### config.mk
export PLATFORM = sky130hd
export DESIGN_NAME = ball_motion_ctrl_flat
export DESIGN_NICKNAME = d
export VERILOG_FILES = /design/src/rtl/ball_motion_ctrl_if.sv /design/src/rtl/ball_motion_ctrl.sv /design/src/flat_wrapper.sv
export SDC_FILE = /design/constraint.sdc
export NUM_CORES = 1
export LEC_CHECK = 0
export CAP_MARGIN = 40
export CORE_MARGIN = 3
export CORE_UTILIZATION = 40
export DETAILED_ROUTE_END_ITERATION = 12
export SETUP_SLACK_MARGIN = 0.4
export SKIP_CTS_REPAIR_TIMING = 1
export SLEW_MARGIN = 20
export SYNTH_ARGS = -nofsm -noshare
export SYNTH_HDL_FRONTEND = slang
export SYNTH_SLANG_ARGS = --single-unit
### constraint.sdc
create_clock -name clk_clk -period 4.3 [get_ports clk_clk]
set_clock_uncertainty 0.15 [all_clocks]
set_input_delay 0.43 -clock clk_clk [delete_from_list [all_inputs] [get_ports clk_clk]]
set_output_delay 0.43 -clock clk_clk [all_outputs]
set_load 0.03 [all_outputs]
### src/rtl/ball_motion_ctrl_if.sv
// Frame/keycode inputs and ball position outputs of ball_motion_ctrl.
// The SoC/VGA side drives through master; the controller attaches as slave.
interface ball_motion_ctrl_if;
  logic        vga_port_vs;
  logic [7:0]  keycode_export;
  logic [9:0]  ball_x;
  logic [9:0]  ball_y;
  logic [9:0]  ball_size;
  logic [15:0] hex_digits_export;
  logic        frame_done;

  modport master (
    output vga_port_vs, keycode_export,
    input  ball_x, ball_y, ball_size, hex_digits_export, frame_done
  );

  modport slave (
    input  vga_port_vs, keycode_export,
    output ball_x, ball_y, ball_size, hex_digits_export, frame_done
  );
endinterface

### src/rtl/ball_motion_ctrl.sv
// Frame-synchronous ball motion: keycode -> velocity, wall bounce, one step per VS rise.
// Define BALL_WRAP_EN to replace the wall bounce with wrap-around between the bounds.
module ball_motion_ctrl #(
  parameter int X_MIN     = 0,
  parameter int X_MAX     = 639,
  parameter int Y_MIN     = 0,
  parameter int Y_MAX     = 479,
  parameter int X_CENTER  = 320,
  parameter int Y_CENTER  = 240,
  parameter int STEP      = 1,
  parameter int BALL_SIZE = 4
) (
  input logic              clk_clk,
  input logic              reset_reset_n,
  ball_motion_ctrl_if.slave bus
);

  // state    | meaning
  // S_WAIT   | idle, waiting for a VS rising edge
  // S_CMD    | decode latched keycode into velocity
  // S_MOVE   | apply wall rule, compute next position
  // S_COMMIT | publish position, pulse frame_done
  typedef enum logic [1:0] {S_WAIT, S_CMD, S_MOVE, S_COMMIT} state_t;

  localparam logic signed [4:0]  L_STEP_P = 5'(STEP);
  localparam logic signed [4:0]  L_STEP_N = -L_STEP_P;
  localparam logic signed [10:0] L_XMIN   = 11'(X_MIN);
  localparam logic signed [10:0] L_XMAX   = 11'(X_MAX);
  localparam logic signed [10:0] L_YMIN   = 11'(Y_MIN);
  localparam logic signed [10:0] L_YMAX   = 11'(Y_MAX);
  localparam logic signed [10:0] L_BS     = 11'(BALL_SIZE);
  localparam logic [9:0]         L_XC     = 10'(X_CENTER);
  localparam logic [9:0]         L_YC     = 10'(Y_CENTER);

  state_t             r_state, w_state_nxt;
  logic               r_vs_q;
  logic [7:0]         r_key_lat;
  logic signed [4:0]  r_mx, r_my;
  logic signed [10:0] r_nx, r_ny;
  logic [9:0]         r_x, r_y;
  logic [15:0]        r_hex;
  logic               r_frame_done;

  logic               w_edge;
  logic signed [4:0]  w_mx_cmd, w_my_cmd, w_mx_mv, w_my_mv;
  logic signed [10:0] w_x_s, w_y_s, w_nx, w_ny;
  logic               w_unused;

  assign w_edge = bus.vga_port_vs & ~r_vs_q;
  assign w_x_s  = signed'({1'b0, r_x});
  assign w_y_s  = signed'({1'b0, r_y});

  always_ff @(posedge clk_clk) begin
    if (!reset_reset_n) r_state <= S_WAIT;
    else                r_state <= w_state_nxt;
  end

  always_comb begin
    w_state_nxt = r_state;
    case (r_state)
      S_WAIT:   if (w_edge) w_state_nxt = S_CMD;
      S_CMD:    w_state_nxt = S_MOVE;
      S_MOVE:   w_state_nxt = S_COMMIT;
      S_COMMIT: w_state_nxt = S_WAIT;
      default:  w_state_nxt = S_WAIT;
    endcase
  end

  always_comb begin
    w_mx_cmd = r_mx;
    w_my_cmd = r_my;
    case (r_key_lat)
      8'h1A: begin w_mx_cmd = '0;       w_my_cmd = L_STEP_N; end
      8'h16: begin w_mx_cmd = '0;       w_my_cmd = L_STEP_P; end
      8'h04: begin w_mx_cmd = L_STEP_N; w_my_cmd = '0;       end
      8'h07: begin w_mx_cmd = L_STEP_P; w_my_cmd = '0;       end
      8'h2C: begin w_mx_cmd = '0;       w_my_cmd = '0;       end
      default: ;
    endcase
  end

  always_comb begin
    w_mx_mv = r_mx;
    w_my_mv = r_my;
`ifdef BALL_WRAP_EN
    w_nx = w_x_s + 11'(w_mx_mv);
    w_ny = w_y_s + 11'(w_my_mv);
    if (w_nx > L_XMAX)      w_nx = L_XMIN;
    else if (w_nx < L_XMIN) w_nx = L_XMAX;
    if (w_ny > L_YMAX)      w_ny = L_YMIN;
    else if (w_ny < L_YMIN) w_ny = L_YMAX;
`else
    // Wall contact reverses the axis regardless of the keyed direction.
    if (r_mx > 5'sd0 && w_x_s + L_BS >= L_XMAX)      w_mx_mv = L_STEP_N;
    else if (r_mx < 5'sd0 && w_x_s - L_BS <= L_XMIN) w_mx_mv = L_STEP_P;
    if (r_my > 5'sd0 && w_y_s + L_BS >= L_YMAX)      w_my_mv = L_STEP_N;
    else if (r_my < 5'sd0 && w_y_s - L_BS <= L_YMIN) w_my_mv = L_STEP_P;
    w_nx = w_x_s + 11'(w_mx_mv);
    w_ny = w_y_s + 11'(w_my_mv);
`endif
  end

  always_ff @(posedge clk_clk) begin
    if (!reset_reset_n) begin
      r_vs_q       <= 1'b1;
      r_key_lat    <= '0;
      r_mx         <= '0;
      r_my         <= '0;
      r_nx         <= 11'(X_CENTER);
      r_ny         <= 11'(Y_CENTER);
      r_x          <= L_XC;
      r_y          <= L_YC;
      r_hex        <= {L_XC[7:0], L_YC[7:0]};
      r_frame_done <= 1'b0;
    end else begin
      r_vs_q       <= bus.vga_port_vs;
      r_frame_done <= 1'b0;
      case (r_state)
        S_WAIT: if (w_edge) r_key_lat <= bus.keycode_export;
        S_CMD: begin
          r_mx <= w_mx_cmd;
          r_my <= w_my_cmd;
        end
        S_MOVE: begin
          r_mx <= w_mx_mv;
          r_my <= w_my_mv;
          r_nx <= w_nx;
          r_ny <= w_ny;
        end
        S_COMMIT: begin
          r_x          <= r_nx[9:0];
          r_y          <= r_ny[9:0];
          r_hex        <= {r_nx[7:0], r_ny[7:0]};
          r_frame_done <= 1'b1;
        end
        default: ;
      endcase
    end
  end

  // Sign bits are dropped by the 10-bit truncation at commit.
  assign w_unused = r_nx[10] ^ r_ny[10];

  assign bus.ball_x            = r_x;
  assign bus.ball_y            = r_y;
  assign bus.ball_size         = 10'(BALL_SIZE);
  assign bus.hex_digits_export = r_hex;
  assign bus.frame_done        = r_frame_done;

endmodule
### src/flat_wrapper.sv
// flat-port wrapper written by rule: the top's interface ports become plain ports
module ball_motion_ctrl_flat 
#(
  parameter int X_MIN     = 0,
  parameter int X_MAX     = 639,
  parameter int Y_MIN     = 0,
  parameter int Y_MAX     = 479,
  parameter int X_CENTER  = 320,
  parameter int Y_CENTER  = 240,
  parameter int STEP      = 1,
  parameter int BALL_SIZE = 4
)
  (clk_clk, reset_reset_n, bus_vga_port_vs, bus_keycode_export, bus_ball_x, bus_ball_y, bus_ball_size, bus_hex_digits_export, bus_frame_done);
  ball_motion_ctrl_if bus_i ();
  input logic clk_clk;
  input logic reset_reset_n;
  input wire logic [$bits(bus_i.vga_port_vs)-1:0] bus_vga_port_vs;
  input wire logic [$bits(bus_i.keycode_export)-1:0] bus_keycode_export;
  output wire logic [$bits(bus_i.ball_x)-1:0] bus_ball_x;
  output wire logic [$bits(bus_i.ball_y)-1:0] bus_ball_y;
  output wire logic [$bits(bus_i.ball_size)-1:0] bus_ball_size;
  output wire logic [$bits(bus_i.hex_digits_export)-1:0] bus_hex_digits_export;
  output wire logic [$bits(bus_i.frame_done)-1:0] bus_frame_done;
  assign bus_i.vga_port_vs = bus_vga_port_vs;
  assign bus_i.keycode_export = bus_keycode_export;
  assign bus_ball_x = bus_i.ball_x;
  assign bus_ball_y = bus_i.ball_y;
  assign bus_ball_size = bus_i.ball_size;
  assign bus_hex_digits_export = bus_i.hex_digits_export;
  assign bus_frame_done = bus_i.frame_done;
  ball_motion_ctrl #(.X_MIN(X_MIN), .X_MAX(X_MAX), .Y_MIN(Y_MIN), .Y_MAX(Y_MAX), .X_CENTER(X_CENTER), .Y_CENTER(Y_CENTER), .STEP(STEP), .BALL_SIZE(BALL_SIZE)) u_core (.clk_clk(clk_clk), .reset_reset_n(reset_reset_n), .bus(bus_i));
endmodule
==> key figures <==
Power
  – Pwr dens: 431 nW/um^2
  – Power Total: 2.06 mW
  – Peak supply drop: 231 uV
  – Switch share: 35.7%
  – Internal Dissipation: 1.32 mW
  – P_leak: 1.85 nW
  – Seq pwr share: 34.3%
  – Clock power frac: 28.3%
  – Combinational share of power: 37.3%
  – Psw: 0.735 mW

STA
  – Tcrit/Tclk final: 85.2%
  – Max Freq: 273 MHz
  – RSZ-0062 raised after global routing: false
  – Final Hold Viols: 0
  – Final Slew Violations: 0
  – Final setup viols: 0
  – Worst-Margin Slew: 0.756 ns
  – Minimum clock period: 3.67 ns
  – Worst setup margin: 0.635 ns
  – Hold Slack: 0.330 ns
  – Setup TNS: 0 ns
  – Worst slew margin: 49.6%

Die
  – Die Ht: 106 um
  – I/O pin count: 58
  – Total core area: 9460 um^2
  – Row count: 35
  – Initial Utilization: 42.1%
  – Die width: 106 um
  – Full die area: 11200 um^2

Synthesis
  – Sequential cell area fraction in the yosys report: 31.2%
  – Unique cell type count in the Yosys netlist: 57
  – Cell Area, Synth: 3980 um^2
  – Post-synth EDFFs: 0
  – Most used DFF post-synth: dfxtp_1
  – Synth Register Bits: 62
  – Async set-reset flop share out of synthesis: 0%
  – Synth top area share: 31.2%
  – Post-synth top cells: dfxtp_1, nor2_1, nand2_1, a21oi_1, mux2i_1
  – Dominant cell type by area after synthesis: dfxtp_1
  – Synth area leaders: dfxtp_1, ha_1, mux2i_1, buf_4, nor2_1
  – Ys Warns: 0
  – Syn avg cell area: 8.21 um^2
  – Mapped Cells: 485
  – Cell with the most instances after synthesis: dfxtp_1

Drt
  – 1st-iter DRT viols: 126
  – Drt drc: 0
  – Post-route ant nets: 0
  – Routed length per placed instance: 14.1 um
  – Post-Route WL: 9.26 mm
  – Routed vias/inst: 5.12
  – Initial DRT Pass Iterations: 4
  – Vias post-DR: 3360

Cells and area
  – Number of diodes: 0
  – Net count reported at finish: 565
  – Share of post-route cells with drive strength above 1: 12.3%
  – Synth-to-Final Area Change: 20.1%
  – Final Core Density: 50.6%

Clocking
  – Clk buf depth: 2
  – Number of CTS-inserted buffers: 9
  – CTS tree: done
  – CTS sink cnt: 62
  – H-tree levels: 3
  – CTS clk-pin slew, worst paths: 0.07 ns
  – Skew-Pair Late Insertion Delay: 0.34 ns
  – Root buf cell: clkbuf_8

Setup path
  – Worst path top cell family by delay: simple AND/OR/NAND/NOR gates
  – Setup crit end kind: flip-flop
  – Element type at the critical path start: flip-flop
  – Crit path largest cell delay: 0.42 ns
  – Arrival @ worst endpoint: 3.77 ns
  – Worst EP required: 4.41 ns
  – CP Buf/Inv Count: 2
  – Critical path class: flip-flop to flip-flop
  – Worst-path cell chain: clkbuf_2, buf_4, nor3_2, xnor2_1, o2111ai_2, or2_4, and2_1, or2_2, ha_1, a21o_1, a21oi_2, o31ai_1, a31oi_2, nor4_1, mux2i_1, o2111ai_1
  – CP max stage cell: o31ai_1
  – CP Max Fanout: 6

Min path
  – Worst min path class: flip-flop to flip-flop

Placement
  – PortBufs: 47
  – DP Wirelength: 6.23 mm
  – Routability cong.: 0.825
  – DP Worst Slack: 0.238 ns

Run
  – Number of max-cap violations: 0

Global route
  – Total grt overflow: 0
  – First-pass GRT wire length: 15.3 mm
  – Vias in the first global route: 3233
  – Global Route Usage Sum: 16.5%
  – Pin count of the biggest net entering global routing: 37
  – Initial antenna violation count: 0

Status
  – Status: finished clean
-- flip-flops by register name, indices dropped and copies added (netlist names) --
| register | flops |
|---|---|
| u_core.r_ny | 10 |
| u_core.r_key_lat | 8 |
| u_core.bus.ball_y | 2 |
| u_core.r_mx | 5 |
| u_core.r_state | 2 |
| u_core.r_vs_q | 1 |
| u_core.bus.frame_done | 1 |
| u_core.r_my | 5 |
| u_core.bus.ball_x | 3 |
| u_core.bus.hex_digits_export | 15 |
| u_core.r_nx | 10 |
-- power groups by stage --
stage          Clock (mW)  Combinational, mW  Sequential (mW)
6_report            0.584              0.769            0.707
5_1_grt             0.627              0.871            0.716
4_1_cts             0.601              0.745            0.707
3_5_place_dp            0              0.739            0.720
3_3_place_gp            0              0.727            0.719
2_1_floorplan           0              0.612            0.704
-- worst reg2reg max path: stages, from the launching register on --
cell	delay [ns]
dfxtp_4	0.37
clkbuf_2	0.14
buf_4	0.14
nor3_2	0.18
xnor2_1	0.16
o2111ai_2	0.15
or2_4	0.27
and2_1	0.16
or2_2	0.30
ha_1	0.29
a21o_1	0.13
a21oi_2	0.09
o31ai_1	0.42
a31oi_2	0.20
nor4_1	0.23
mux2i_1	0.12
o2111ai_1	0.10
-- per-layer routing --
| layer | up-vias | share of wire (%) | global-route usage (%) |
|---|---|---|---|
| met4 | 0 | 0.92 | 4.63 |
| met2 | 49 | 45 | 26.4 |
| li1 | 1734 | - | - |
| met3 | 8 | 3.1 | 4.04 |
| met5 | - | 0 | 0 |
| met1 | 1569 | 51 | 22.2 |
-- layout by cell type (no fill, tap or decap), types with 3 or more instances in the layout --
cell             Yosys  routed
buf_4               26      17
nor2b_1              5       4
nor3_1              10       9
ha_1                30      29
nor2_1              49      48
or2_2                5       4
o21ai_1              3       4
o21ai_0             27      24
xnor2_1             11      11
conb_1               2      10
nand2_1             43      43
nand3_1             24      24
and2_1               8       8
clkdlybuf4s50_1      0      47
inv_1               19      19
o31a_1               3       3
xor2_1               9       9
o21a_1               6       6
dfxtp_1             62      54
or3_1                3       3
dfxtp_2              0       6
o2111ai_1            4       3
clkbuf_8             0      10
a21oi_1             34      32
mux2i_1             31      31
a21o_1               6       6
o31ai_1              3       3
nand4_1              5       5
-- cell type report --
| class | count | area (um^2) |
|---|---|---|
| fill | 933 | 4680 |
| multi-input combinational | 364 | 2460 |
| sequential | 62 | 1260 |
| timing repair buffer | 65 | 603 |
| tap | 129 | 161 |
| clock buffer | 10 | 138 |
| clock inverter | 6 | 85.1 |
| inverter | 20 | 75.1 |
-- path summary, 6_finish.rpt --
check | startpoint | end | slack [ns] | depth (start not counted)
worst min-delay path | u_core.r_nx[8] | u_core.bus.ball_x[8] | 0.33 | 2
worst max-delay path | u_core.bus.hex_digits_export[10] | u_core.r_nx[9] | 0.63 | 16
worst max register to register | u_core.bus.hex_digits_export[10] | u_core.r_nx[9] | 0.63 | 16
worst min register to register | u_core.r_nx[8] | u_core.bus.ball_x[8] | 0.33 | 2
-- logic make-up (layout without fill, tap and decap cells) --
kind of cell | count (synthesis) | in the layout | synth area share [%]
and+or+nand+nor | 164 | 164 | 19.3
AOI/OAI and AO/OA | 106 | 106 | 17.4
buffers and inverters | 67 | 101 | 8.99
DFF | 62 | 62 | 31.2
adders and majority gates | 32 | 32 | 10.4
muxes | 32 | 32 | 8.08
xor gates and xnor gates | 20 | 20 | 4.40
other | 2 | 10 | 0.189
-- through the flow --
stage               instances  area (um^2)
global route              656         4780
CTS                       649         4670
detailed placement        633         4450
finish                    656         4780
global placement          633         4450
floorplan                 493         4010
No activity file was read; power rests on OpenSTA's default activity.
